`config.mk`:
```
export PLATFORM = sky130hd
export DESIGN_NAME = icache_loader
export DESIGN_NICKNAME = d
export VERILOG_FILES = /design/src/rtl/icache_loader.sv
export SDC_FILE = /design/constraint.sdc
export NUM_CORES = 1
export LEC_CHECK = 0
export CORE_MARGIN = 4
export CORE_UTILIZATION = 30
export DETAILED_ROUTE_END_ITERATION = 6
export PLACE_DENSITY = 0.56
export SYNTH_ARGS = -nofsm -noshare
export SYNTH_HDL_FRONTEND = slang
export SYNTH_SLANG_ARGS = --single-unit
```
`constraint.sdc`:
```
create_clock -name clk_i -period 2.2 [get_ports clk_i]
set_input_delay 0.66 -clock clk_i [delete_from_list [all_inputs] [get_ports clk_i]]
set_output_delay 0.66 -clock clk_i [all_outputs]
set_load 0.05 [all_outputs]
```
`src/rtl/icache_loader.sv`:
```
// Instruction cache loader: packs a little-endian byte stream into 32-bit
// words, writes them to consecutive cache word addresses, and holds the core
// in reset until the whole image has been written.
module icache_loader #(
    parameter int unsigned DEPTH = 64,
    parameter int unsigned AW    = 6
) (
    input  logic          clk_i,
    input  logic          rst_i,
    input  logic          start_i,
    input  logic [6:0]    nwords_i,
    input  logic [7:0]    byte_i,
    input  logic          byte_valid_i,
    output logic          byte_ready_o,
    output logic          wr_en_o,
    output logic [AW-1:0] wraddr_o,
    output logic [31:0]   wrdata_o,
    output logic          busy_o,
    output logic          done_o,
    output logic          core_rst_o
);

    // Word count used when nwords_i is zero or larger than the cache.
    localparam logic [6:0] MaxWords = 7'(DEPTH);

    typedef enum logic [1:0] {
        StIdle,
        StLoad,
        StWrite,
        StDone
    } state_e;

    state_e        state_q, state_d;
    logic [1:0]    byte_cnt_q, byte_cnt_d;
    logic [6:0]    word_cnt_q, word_cnt_d;
    logic [6:0]    target_q, target_d;
    logic [AW-1:0] wraddr_q, wraddr_d;
    logic [31:0]   wrdata_q, wrdata_d;
    logic [6:0]    word_cnt_inc;

    assign word_cnt_inc = word_cnt_q + 7'd1;

    // State and datapath registers; reset drops any in-flight write at once.
    always_ff @(posedge clk_i or posedge rst_i) begin
        if (rst_i) begin
            state_q    <= StIdle;
            byte_cnt_q <= 2'd0;
            word_cnt_q <= 7'd0;
            target_q   <= 7'd0;
            wraddr_q   <= '0;
            wrdata_q   <= 32'd0;
        end else begin
            state_q    <= state_d;
            byte_cnt_q <= byte_cnt_d;
            word_cnt_q <= word_cnt_d;
            target_q   <= target_d;
            wraddr_q   <= wraddr_d;
            wrdata_q   <= wrdata_d;
        end
    end

    // Next-state logic: start handling, byte-lane assembly and word sequencing.
    always_comb begin
        state_d    = state_q;
        byte_cnt_d = byte_cnt_q;
        word_cnt_d = word_cnt_q;
        target_d   = target_q;
        wraddr_d   = wraddr_q;
        wrdata_d   = wrdata_q;

        unique case (state_q)
            StIdle, StDone: begin
                if (start_i) begin
                    target_d   = (nwords_i == 7'd0 || nwords_i > MaxWords) ? MaxWords : nwords_i;
                    wraddr_d   = '0;
                    byte_cnt_d = 2'd0;
                    word_cnt_d = 7'd0;
                    state_d    = StLoad;
                end
            end
            StLoad: begin
                if (byte_valid_i) begin
                    unique case (byte_cnt_q)
                        2'd0: wrdata_d[7:0]   = byte_i;
                        2'd1: wrdata_d[15:8]  = byte_i;
                        2'd2: wrdata_d[23:16] = byte_i;
                        2'd3: wrdata_d[31:24] = byte_i;
                        default: wrdata_d = wrdata_q;
                    endcase
                    byte_cnt_d = byte_cnt_q + 2'd1;
                    if (byte_cnt_q == 2'd3) begin
                        state_d = StWrite;
                    end
                end
            end
            StWrite: begin
                word_cnt_d = word_cnt_inc;
                // Last word keeps its address so wraddr_o never passes target-1.
                if (word_cnt_inc == target_q) begin
                    state_d = StDone;
                end else begin
                    wraddr_d = wraddr_q + AW'(1);
                    state_d  = StLoad;
                end
            end
            default: state_d = StIdle;
        endcase
    end

    // Moore outputs decoded from the current state.
    always_comb begin
        byte_ready_o = 1'b0;
        wr_en_o      = 1'b0;
        busy_o       = 1'b0;
        done_o       = 1'b0;
        core_rst_o   = 1'b1;
        unique case (state_q)
            StIdle: ;
            StLoad: begin
                byte_ready_o = 1'b1;
                busy_o       = 1'b1;
            end
            StWrite: begin
                wr_en_o = 1'b1;
                busy_o  = 1'b1;
            end
            StDone: begin
                done_o     = 1'b1;
                core_rst_o = 1'b0;
            end
            default: ;
        endcase
    end

    assign wraddr_o = wraddr_q;
    assign wrdata_o = wrdata_q;

endmodule

```
; Yosys cells after proc, flatten, opt, wreduce, memory -nomap -nowiden
; Index checks and enable logic that the tools add are counted.
[totals]
ff_bits = 56
out_inout_bits = 43
word_cells = 60
[op_classes]
n_addsub = 3
magnitude_cmp = 1
n_eq_ne = 11
mux = 19
reduce_logical = 17
[op_table]
columns = cell, n
row1 = $reduce_and A3 Y1, 7
row2 = $mux W7, 2
row3 = $pmux W7 S2, 1
row4 = $mux W2, 6
row5 = $mux W6, 2
row6 = $pmux W6 S2, 1
row7 = $eq A2 B2 Y1 const B, 4
row8 = $ne A2 B2 Y1 const B, 4
row9 = $add A7 B1 Y7 const B, 1
row10 = $eq A7 B7 Y1, 1
row11 = $gt A7 B7 Y1 const B, 1
row12 = $logic_not A7 Y1, 1
row13 = $add A6 B1 Y6 const B, 1
row14 = $pmux W2 S3, 1
row15 = $mux W1, 5
row16 = $eq A2 B1 Y1 const B, 2
row17 = $logic_not A2 Y1, 2
row18 = $pmux W2 S2, 1
row19 = $reduce_and A2 Y1, 2
row20 = $reduce_bool A2 Y1, 2
row21 = $reduce_or A2 Y1, 2
row22 = $add A2 B1 Y2 const B, 1
row23 = $logic_or A1 B1 Y1, 1

; Depth between registers and ports, before layout
; Gate-level depths: netlist of run 1.
[depth]
depth_word = 4
ltp_mapped = 9
depth_no_buf = 8

; Least setup slack after synthesis of run 1
; No wires, ideal clock.
[synth_timing]
path_kind = register to register
startpoint = register state_q[0]
endpoint = register wraddr_q[0] (netlist: wraddr_o[0])
setup_time_ps = 125
t_arrival_ps = 2097
slack_ps = -22
path_stages_with_launch = 9
path_buffers = 0
synth_period_minus_slack_ps = 2222
path_cell_list = dfrtp_1 > inv_1 > ha_1 > inv_1 > nor3_2 > nand4b_2 > o31ai_4 > nor2_2 > mux2_2
[synth_between]
elab_chain_len = 4
elab_cells_between_ends = 9
classes_between = eq/ne: 4 / mux: 1 / reduce/logical: 4
[synth_lines]
columns = item, line
row1 = from (decl), 33  ; state_e state_q, state_d;
row2 = from (signal assigned), 46  ; state_q <= StIdle;
row3 = from (signal assigned), 53  ; state_q <= state_d;
row4 = $eq A2 B2 Y1 / $logic_not A2 Y1 (equally long branches), 71  ; unique case (state_q)
row5 = $reduce_or A2 Y1, 71
row6 = $ne A2 B2 Y1 (no source line) / $reduce_bool A2 Y1 (equally long branches), --
row7 = $reduce_and A3 Y1 (no source line), --
row8 = to (signal assigned), 57  ; wraddr_q <= wraddr_d;
row9 = to (decl), 37  ; logic [AW-1:0] wraddr_q, wraddr_d;
; Several ways; a longest one is shown, not always the timed one.
; A chain may end at the register's enable or synchronous reset.

; Worst setup path in the final report of run 1
[layout_timing]
startpoint = register wrdata_q[19] (netlist: wrdata_o[19])
endpoint = output port wrdata_o[19]
[layout_lines]
columns = item, line
row1 = from (decl), 38  ; logic [31:0] wrdata_q, wrdata_d;
row2 = from (signal assigned), 58  ; wrdata_q <= wrdata_d;
row3 = to (decl), 17  ; output logic [31:0] wrdata_o,
; No word-level cell between the ends.

==> impl_metrics.env, run 1 <==
export IMPL_critPathBufInv=1
export IMPL_path_depth=1
export IMPL_place_congestion=0.763
export IMPL_instances_no_fill=437
export IMPL_die_w_um=105
export IMPL_fmax_ghz=0.465
export IMPL_ir_drop_v=0.000834
export IMPL_vias_per_cell=4.81
export IMPL_path_delay_family="buffers and inverters"
export IMPL_relSlewSlack_pct=65.3
export IMPL_fin_nets=354
export IMPL_route_vias_total=2100
export IMPL_synth_xor_area_share_pct=1.83
export IMPL_area_growth_syn_to_layout_pct=35.5
export IMPL_cts_buffer_depth=2
export IMPL_critPathArrivalTime_ns=1.49
export IMPL_combinationalPowerShare_pct=61.2
export IMPL_cp_start_kind="flop"
export IMPL_worstPathCellList="clkdlybuf4s50_1"
export IMPL_tns_ns=0
export IMPL_drive_gt1_share_pct=31.0
export IMPL_required_ns=1.54
export IMPL_grt_start_max_net_pins=33
export IMPL_hold_path_class="flop to flop"
export IMPL_overflow=0
export IMPL_io_pins=62
export IMPL_clock_sinks=56
export IMPL_first_pass_iters=4
export IMPL_synth_edf_count=0
export IMPL_ys_ff_latch=56
export IMPL_cp_slowest_cell="clkdlybuf4s50_1"
export IMPL_clockPowerShare_pct=9.9
export IMPL_grt_pass1_vias=2265
export IMPL_leakage_nw=1.81
export IMPL_seqPwrFrac_pct=28.9
export IMPL_yosysTopAreaCell="dfrtp_1"
export IMPL_start_util_pct=30.7
export IMPL_clk_pin_slew_worst_paths_ns=0.10
export IMPL_async_reset_ff_share_pct=100
export IMPL_cp_slowest_stage_delay_ns=0.81
export IMPL_syn_nets=277
export IMPL_grt_pass1_wl_um=11400
export IMPL_slew_violations=0
export IMPL_min_to="wrdata_o[12]"
export IMPL_final_hold_violation_count=0
export IMPL_insertion_delay_ns=0.32
export IMPL_antenna_violating_nets_post_route=0
export IMPL_synthMuxAreaShare_pct=14.7
export IMPL_status="finished clean"
export IMPL_grt_setup_unrepaired="yes"
export IMPL_cts_tree="built"
export IMPL_dieHeight_um=105
export IMPL_ys_top_cells_by_count="dfrtp_1, mux2_2, nand2_1"
export IMPL_synth_warnings=0
export IMPL_maxCapViolCount=0
export IMPL_worst_pin_slew_ns=0.520
export IMPL_end_kind="output port"
export IMPL_drt_wl_total_um=6560
export IMPL_avgSynthCellArea_um2=11.3
export IMPL_worst_hold_slack_ns=0.514
export IMPL_power_internal_mw=3.12
export IMPL_synth_top_area_share_pct=49.9
export IMPL_post_drt_wl_per_cell_um=15.0
export IMPL_post_place_cells=425
export IMPL_yosys_area_share_simple_pct=12.8
export IMPL_htreeDepth=2
export IMPL_path_max_fanout=2
export IMPL_r2r_cells=7
export IMPL_power_density_nw_per_um2=1570
export IMPL_path_class="flop to output port"
export IMPL_holdPathStages=1
export IMPL_floorplan_rows=35
export IMPL_antenna_cells=0
export IMPL_postSynthCellCount=248
export IMPL_swShare_pct=47.9
export IMPL_io_buffers=61
export IMPL_dp_hpwl_um=4830
export IMPL_yosysMostFrequentCell="dfrtp_1"
export IMPL_drcViolationCount=0
export IMPL_r2r_start="word_cnt_q[0]"
export IMPL_core_area_um2=9150
export IMPL_synth_main_ff_cell="dfrtp_1"
export IMPL_antenna_found_initial=0
export IMPL_synth_area_um2=2810
export IMPL_cts_root_buf="clkbuf_8"
export IMPL_ff2ff_setup_slack_ns=0.10
export IMPL_timing_rr_end="wraddr_o[0]"
export IMPL_synthTopCellsByArea="dfrtp_1, mux2_2, ha_1"
export IMPL_grtUsageTotal_pct=12.7
export IMPL_synth_compound_area_share_pct=12.5
export IMPL_yosysSeqAreaShare_pct=49.9
export IMPL_p_sw_mw=2.86
export IMPL_die_area_um2=11000
export IMPL_synth_cell_types=44
export IMPL_finalCritPeriodShare_pct=97.7
export IMPL_cts_buffers=5
export IMPL_synthAdderAreaFrac_pct=4.46
export IMPL_drt_iter0_drc=57
export IMPL_hp_start="wrdata_o[12]"
export IMPL_fin_crit_ns=2.15
export IMPL_synth_top_family_by_area="multiplexers"
export IMPL_clock_skew_ns=0.00597
export IMPL_setup_viol=0
==> sequential cells by signal, indices dropped and copies added, names as in the netlist <==
name,cells
word_cnt_q,7
wrdata_o,32
state_q,2
byte_cnt_q,2
target_q,7
wraddr_o,6
==> cells in the final DEF (no fill, tap or decap), types with 2 or more instances in the layout <==
cell	n
inv_1	10
a22oi_1	2
buf_4	38
nand2_1	26
mux2_2	33
o31ai_4	2
ha_1	9
xnor2_1	2
nand2b_1	7
a21oi_1	8
mux2i_1	4
nor3_1	6
xor2_1	2
buf_12	8
a211o_1	2
dfrtp_1	56
clkdlybuf4s50_1	21
a21o_1	2
clkbuf_8	5
nor4_1	2
nor2b_1	2
and2_1	2
o21ai_0	20
nand3_1	6
a31oi_1	2
dlymetal6s2s_1	12
nor2_1	12
==> final cells by class <==
type                            instances  area [µm²]
Timing Repair Buffer                   80         817
Inverter                               11        41.3
Clock buffer                            5        68.8
Multi-Input combinational cell        171        1310
Tap cell                              111         139
Fill cell                             858        5350
Clock inverter                          3        22.5
Sequential cell                        56        1400
==> stage by stage <==
step / total power [mW] / utilization, % / setup WS (ns) / area, µm²
floorplan: 4.07 / - / 0.114 / 2810
global placement: 5.30 / 39.7 / 0.0607 / 3640
detailed placement: 5.34 / 39.7 / -0.0210 / 3640
CTS: 5.97 / 40.8 / 0.00625 / 3740
global route: 6.40 / 41.5 / -0.0304 / 3800
finish: 5.98 / 41.5 / 0.0496 / 3800
==> what timing repair did <==
action / CTS / global route
pin swaps: 1 / 2
setup endpoints to repair: 2 / 18
buffers inserted: 1 / 3
resized for setup: 0 / 14
hold endpoints to repair: 0 / 0
hold buffers: 0 / 0
==> cells by family (layout without fill, tap and decap cells) <==
kind of cell             count (synthesis)  after routing
AO/OA/AOI/OAI                           49             49
XOR/XNOR                                 5              5
adder cells (fa/ha/maj)                 10             10
buffers and inverters                   21             99
flip-flops                              56             56
multiplexers                            37             37
AND/OR/NAND/NOR                         70             70
==> worst max-delay path by stage <==
stage,from,end,slack [ns]
4_1_cts,wrdata_o[2],wrdata_o[2],0.006
5_1_grt,word_cnt_q[1],wraddr_o[4],-0.03
3_5_place_dp,word_cnt_q[0],wraddr_o[0],-0.02
3_3_place_gp,word_cnt_q[0],wraddr_o[0],0.06
6_report,wrdata_o[19],wrdata_o[19],0.05
2_1_floorplan,word_cnt_q[0],wraddr_o[0],0.11
==> power by group through the flow <==
| stage | sequential, mW | clock [mW] | combinational, mW |
|---|---|---|---|
| floorplan | 2.77 | 0 | 1.30 |
| global placement | 1.76 | 0 | 3.54 |
| detailed placement | 1.75 | 0 | 3.59 |
| CTS | 1.74 | 0.620 | 3.62 |
| global route | 1.80 | 0.672 | 3.93 |
| finish | 1.73 | 0.590 | 3.66 |
==> per-layer routing <==
metal	global-route usage, %	share of wire [%]	wire length, µm	vias to the layer above
met5	0	0	0	-
met4	3.66	1.2	78	0
met3	4.39	6.9	454	6
met2	20.2	47	3110	56
met1	16.4	44	2920	1010
li1	-	-	-	1028
Power figures use the tool's default switching activity.
==> inputs of run 2 (changes only) <==
Settings changed: CTS_CLUSTER_DIAMETER set to 30, GPL_ROUTABILITY_DRIVEN set to 0.
==> results of run 2 <==
No change in the layout: final DEF, timing and power equal those of run 1.
==> inputs of run 3 (changes only) <==
Settings changed: CORE_UTILIZATION 30 to 46, PLACE_DENSITY 0.56 to 0.79, REMOVE_ABC_BUFFERS set to 1.
==> run 3 against run 2 <==
Via count grew 0.62%. Flip-flop and latch count unchanged. Final area fell by 2.2%. Largest power group unchanged. Final cell count fell by 9.4%. Die area decreased by 32%. Combinational power fell by 2%. Register-to-register slack lost 0.03 ns. Critical path type unchanged. Worst setup slack better by 0.0056 ns. Sequential share of layout area is 0.83 points higher. Critical path depth is the same. Non-clock buffer count down 5. Clock-buffer cell count is the same.
==> impl_metrics.env, run 3 (synthesis results as in run 1) <==
export IMPL_status="finished clean"
export IMPL_finalCritPeriodShare_pct=97.5
export IMPL_cts_root_buf="clkbuf_8"
export IMPL_floorplan_rows=28
export IMPL_drt_wl_total_um=5710
export IMPL_drcViolationCount=0
export IMPL_drt_iter0_drc=82
export IMPL_start_util_pct=47.4
export IMPL_worst_pin_slew_ns=0.505
export IMPL_area_growth_syn_to_layout_pct=32.5
export IMPL_leakage_nw=1.67
export IMPL_clk_pin_slew_worst_paths_ns=0.09
export IMPL_r2r_cells=8
export IMPL_pre_cts_slack_ns=-0.0187
export IMPL_path_delay_family="buffers and inverters"
export IMPL_worstPathCellList="clkdlybuf4s50_1"
export IMPL_final_common_cell="dfrtp_1"
export IMPL_most_common_layout_cells="dfrtp_1, clkdlybuf4s50_1, mux2_2, nand2_1"
export IMPL_core_area_um2=5920
export IMPL_crit_start="wrdata_o[24]"
export IMPL_fin_nets=349
export IMPL_relSlewSlack_pct=66.0
export IMPL_first_pass_iters=4
export IMPL_end_kind="output port"
export IMPL_grt_start_max_net_pins=33
export IMPL_htreeDepth=2
export IMPL_setup_ws_ns=0.0552
export IMPL_post_drt_wl_per_cell_um=14.4
export IMPL_antenna_found_initial=0
export IMPL_vias_per_cell=5.34
export IMPL_critPathBufInv=1
export IMPL_n_fill_cell=481
export IMPL_worst_hold_slack_ns=0.513
export IMPL_cp_slowest_cell="clkdlybuf4s50_1"
export IMPL_route_vias_total=2113
export IMPL_fmax_ghz=0.466
export IMPL_grt_setup_unrepaired="no"
export IMPL_hold_path_class="flop to flop"
export IMPL_grtUsageTotal_pct=15.9
export IMPL_die_w_um=86.1
export IMPL_clock_sinks=56
export IMPL_maxCapViolCount=0
export IMPL_grt_pass1_vias=2039
export IMPL_holdPathStages=1
export IMPL_slew_violations=0
export IMPL_clock_skew_ns=0.00603
export IMPL_ir_drop_v=0.000903
export IMPL_die_area_um2=7410
export IMPL_largest_reg_flops=32
export IMPL_cp_start_kind="flop"
export IMPL_antenna_cells=0
export IMPL_path_class="flop to output port"
export IMPL_io_buffers=61
export IMPL_dieHeight_um=86.1
export IMPL_total_power_mw=5.90
export IMPL_path_max_fanout=2
export IMPL_insertion_delay_ns=0.30
export IMPL_critPathArrivalTime_ns=1.48
export IMPL_path_depth=1
export IMPL_hp_start="wrdata_o[12]"
export IMPL_drive_gt1_share_pct=25.5
export IMPL_fin_crit_ns=2.14
export IMPL_cts_buffers=5
export IMPL_required_ns=1.54
export IMPL_power_density_nw_per_um2=1590
export IMPL_antenna_violating_nets_post_route=0
export IMPL_cts_buffer_depth=2
export IMPL_overflow=0
export IMPL_cts_tree="built"
export IMPL_dp_hpwl_um=4390
export IMPL_setup_viol=0
export IMPL_cp_slowest_stage_delay_ns=0.81
export IMPL_grt_pass1_wl_um=9640
export IMPL_r2r_start="word_cnt_q[0]"
export IMPL_io_pins=62
export IMPL_final_hold_violation_count=0
run 3: cell types whose count changed in the layout (fill, tap and decap cells not counted), moves of 3 or more:
cell,delta
buf_4,-18
dlymetal6s2s_1,-7
buf_12,-3
clkdlybuf4s50_1,+24
run 3: through the flow:
step                util, %  cell area [µm²]  cells  TNS (ns)
finish                 62.8             3720    396         0
global route           62.8             3720    396         0
floorplan                 -             2740    238     -2.21
detailed placement     60.2             3560    385    -0.129
global placement       60.2             3560    385         0
CTS                    61.8             3660    393         0
run 3: path summary, 6_finish.rpt:
| path | to | slack (ns) |
|---|---|---|
| hold / removal | wrdata_o[12] | 0.51 |
| hold reg to reg | wrdata_o[12] | 0.51 |
| min in group asynchronous | word_cnt_q[0] | 0.72 |
| max in group asynchronous | wrdata_o[20] | 1.17 |
| setup / recovery | wrdata_o[24] | 0.06 |
| setup reg to reg | wraddr_o[0] | 0.07 |
run 3: per-layer routing:
metal / track usage (%) / wire (µm) / vias to the layer above
met5: 0 / 0 / -
li1: - / - / 1024
met4: 3.45 / 34 / 0
met3: 3.17 / 355 / 4
met2: 26.9 / 2800 / 66
met1: 21.2 / 2520 / 1019
run 3: final cells by class:
| class | instances | area, µm² | share of cell area (%) |
|---|---|---|---|
| clock buffers | 5 | 68.8 | 1.85 |
| clock inverters | 3 | 22.5 | 0.606 |
| inverters | 11 | 41.3 | 1.11 |
| multi-input cells | 171 | 1330 | 35.7 |
| flip-flops and latches | 56 | 1400 | 37.7 |
| well taps | 75 | 93.8 | 2.52 |
| repair buffers | 75 | 763 | 20.5 |
run 3: power by group:
part	switching [mW]	leakage (nW)	total (mW)	internal [mW]
logic	2.18	0.918	3.60	1.43
registers	0.293	0.706	1.74	1.45
clock network	0.331	0.0485	0.560	0.229
total	2.80	1.67	5.90	3.10
run 3: what timing repair did:
| action | in CTS | in global routing |
|---|---|---|
| gates cloned | 0 | 0 |
| gates resized for setup | 1 | 9 |
| pin swaps | 0 | 1 |
| hold buffers | 0 | 0 |
| setup endpoints to repair | 1 | 13 |
| buffers inserted | 0 | 3 |
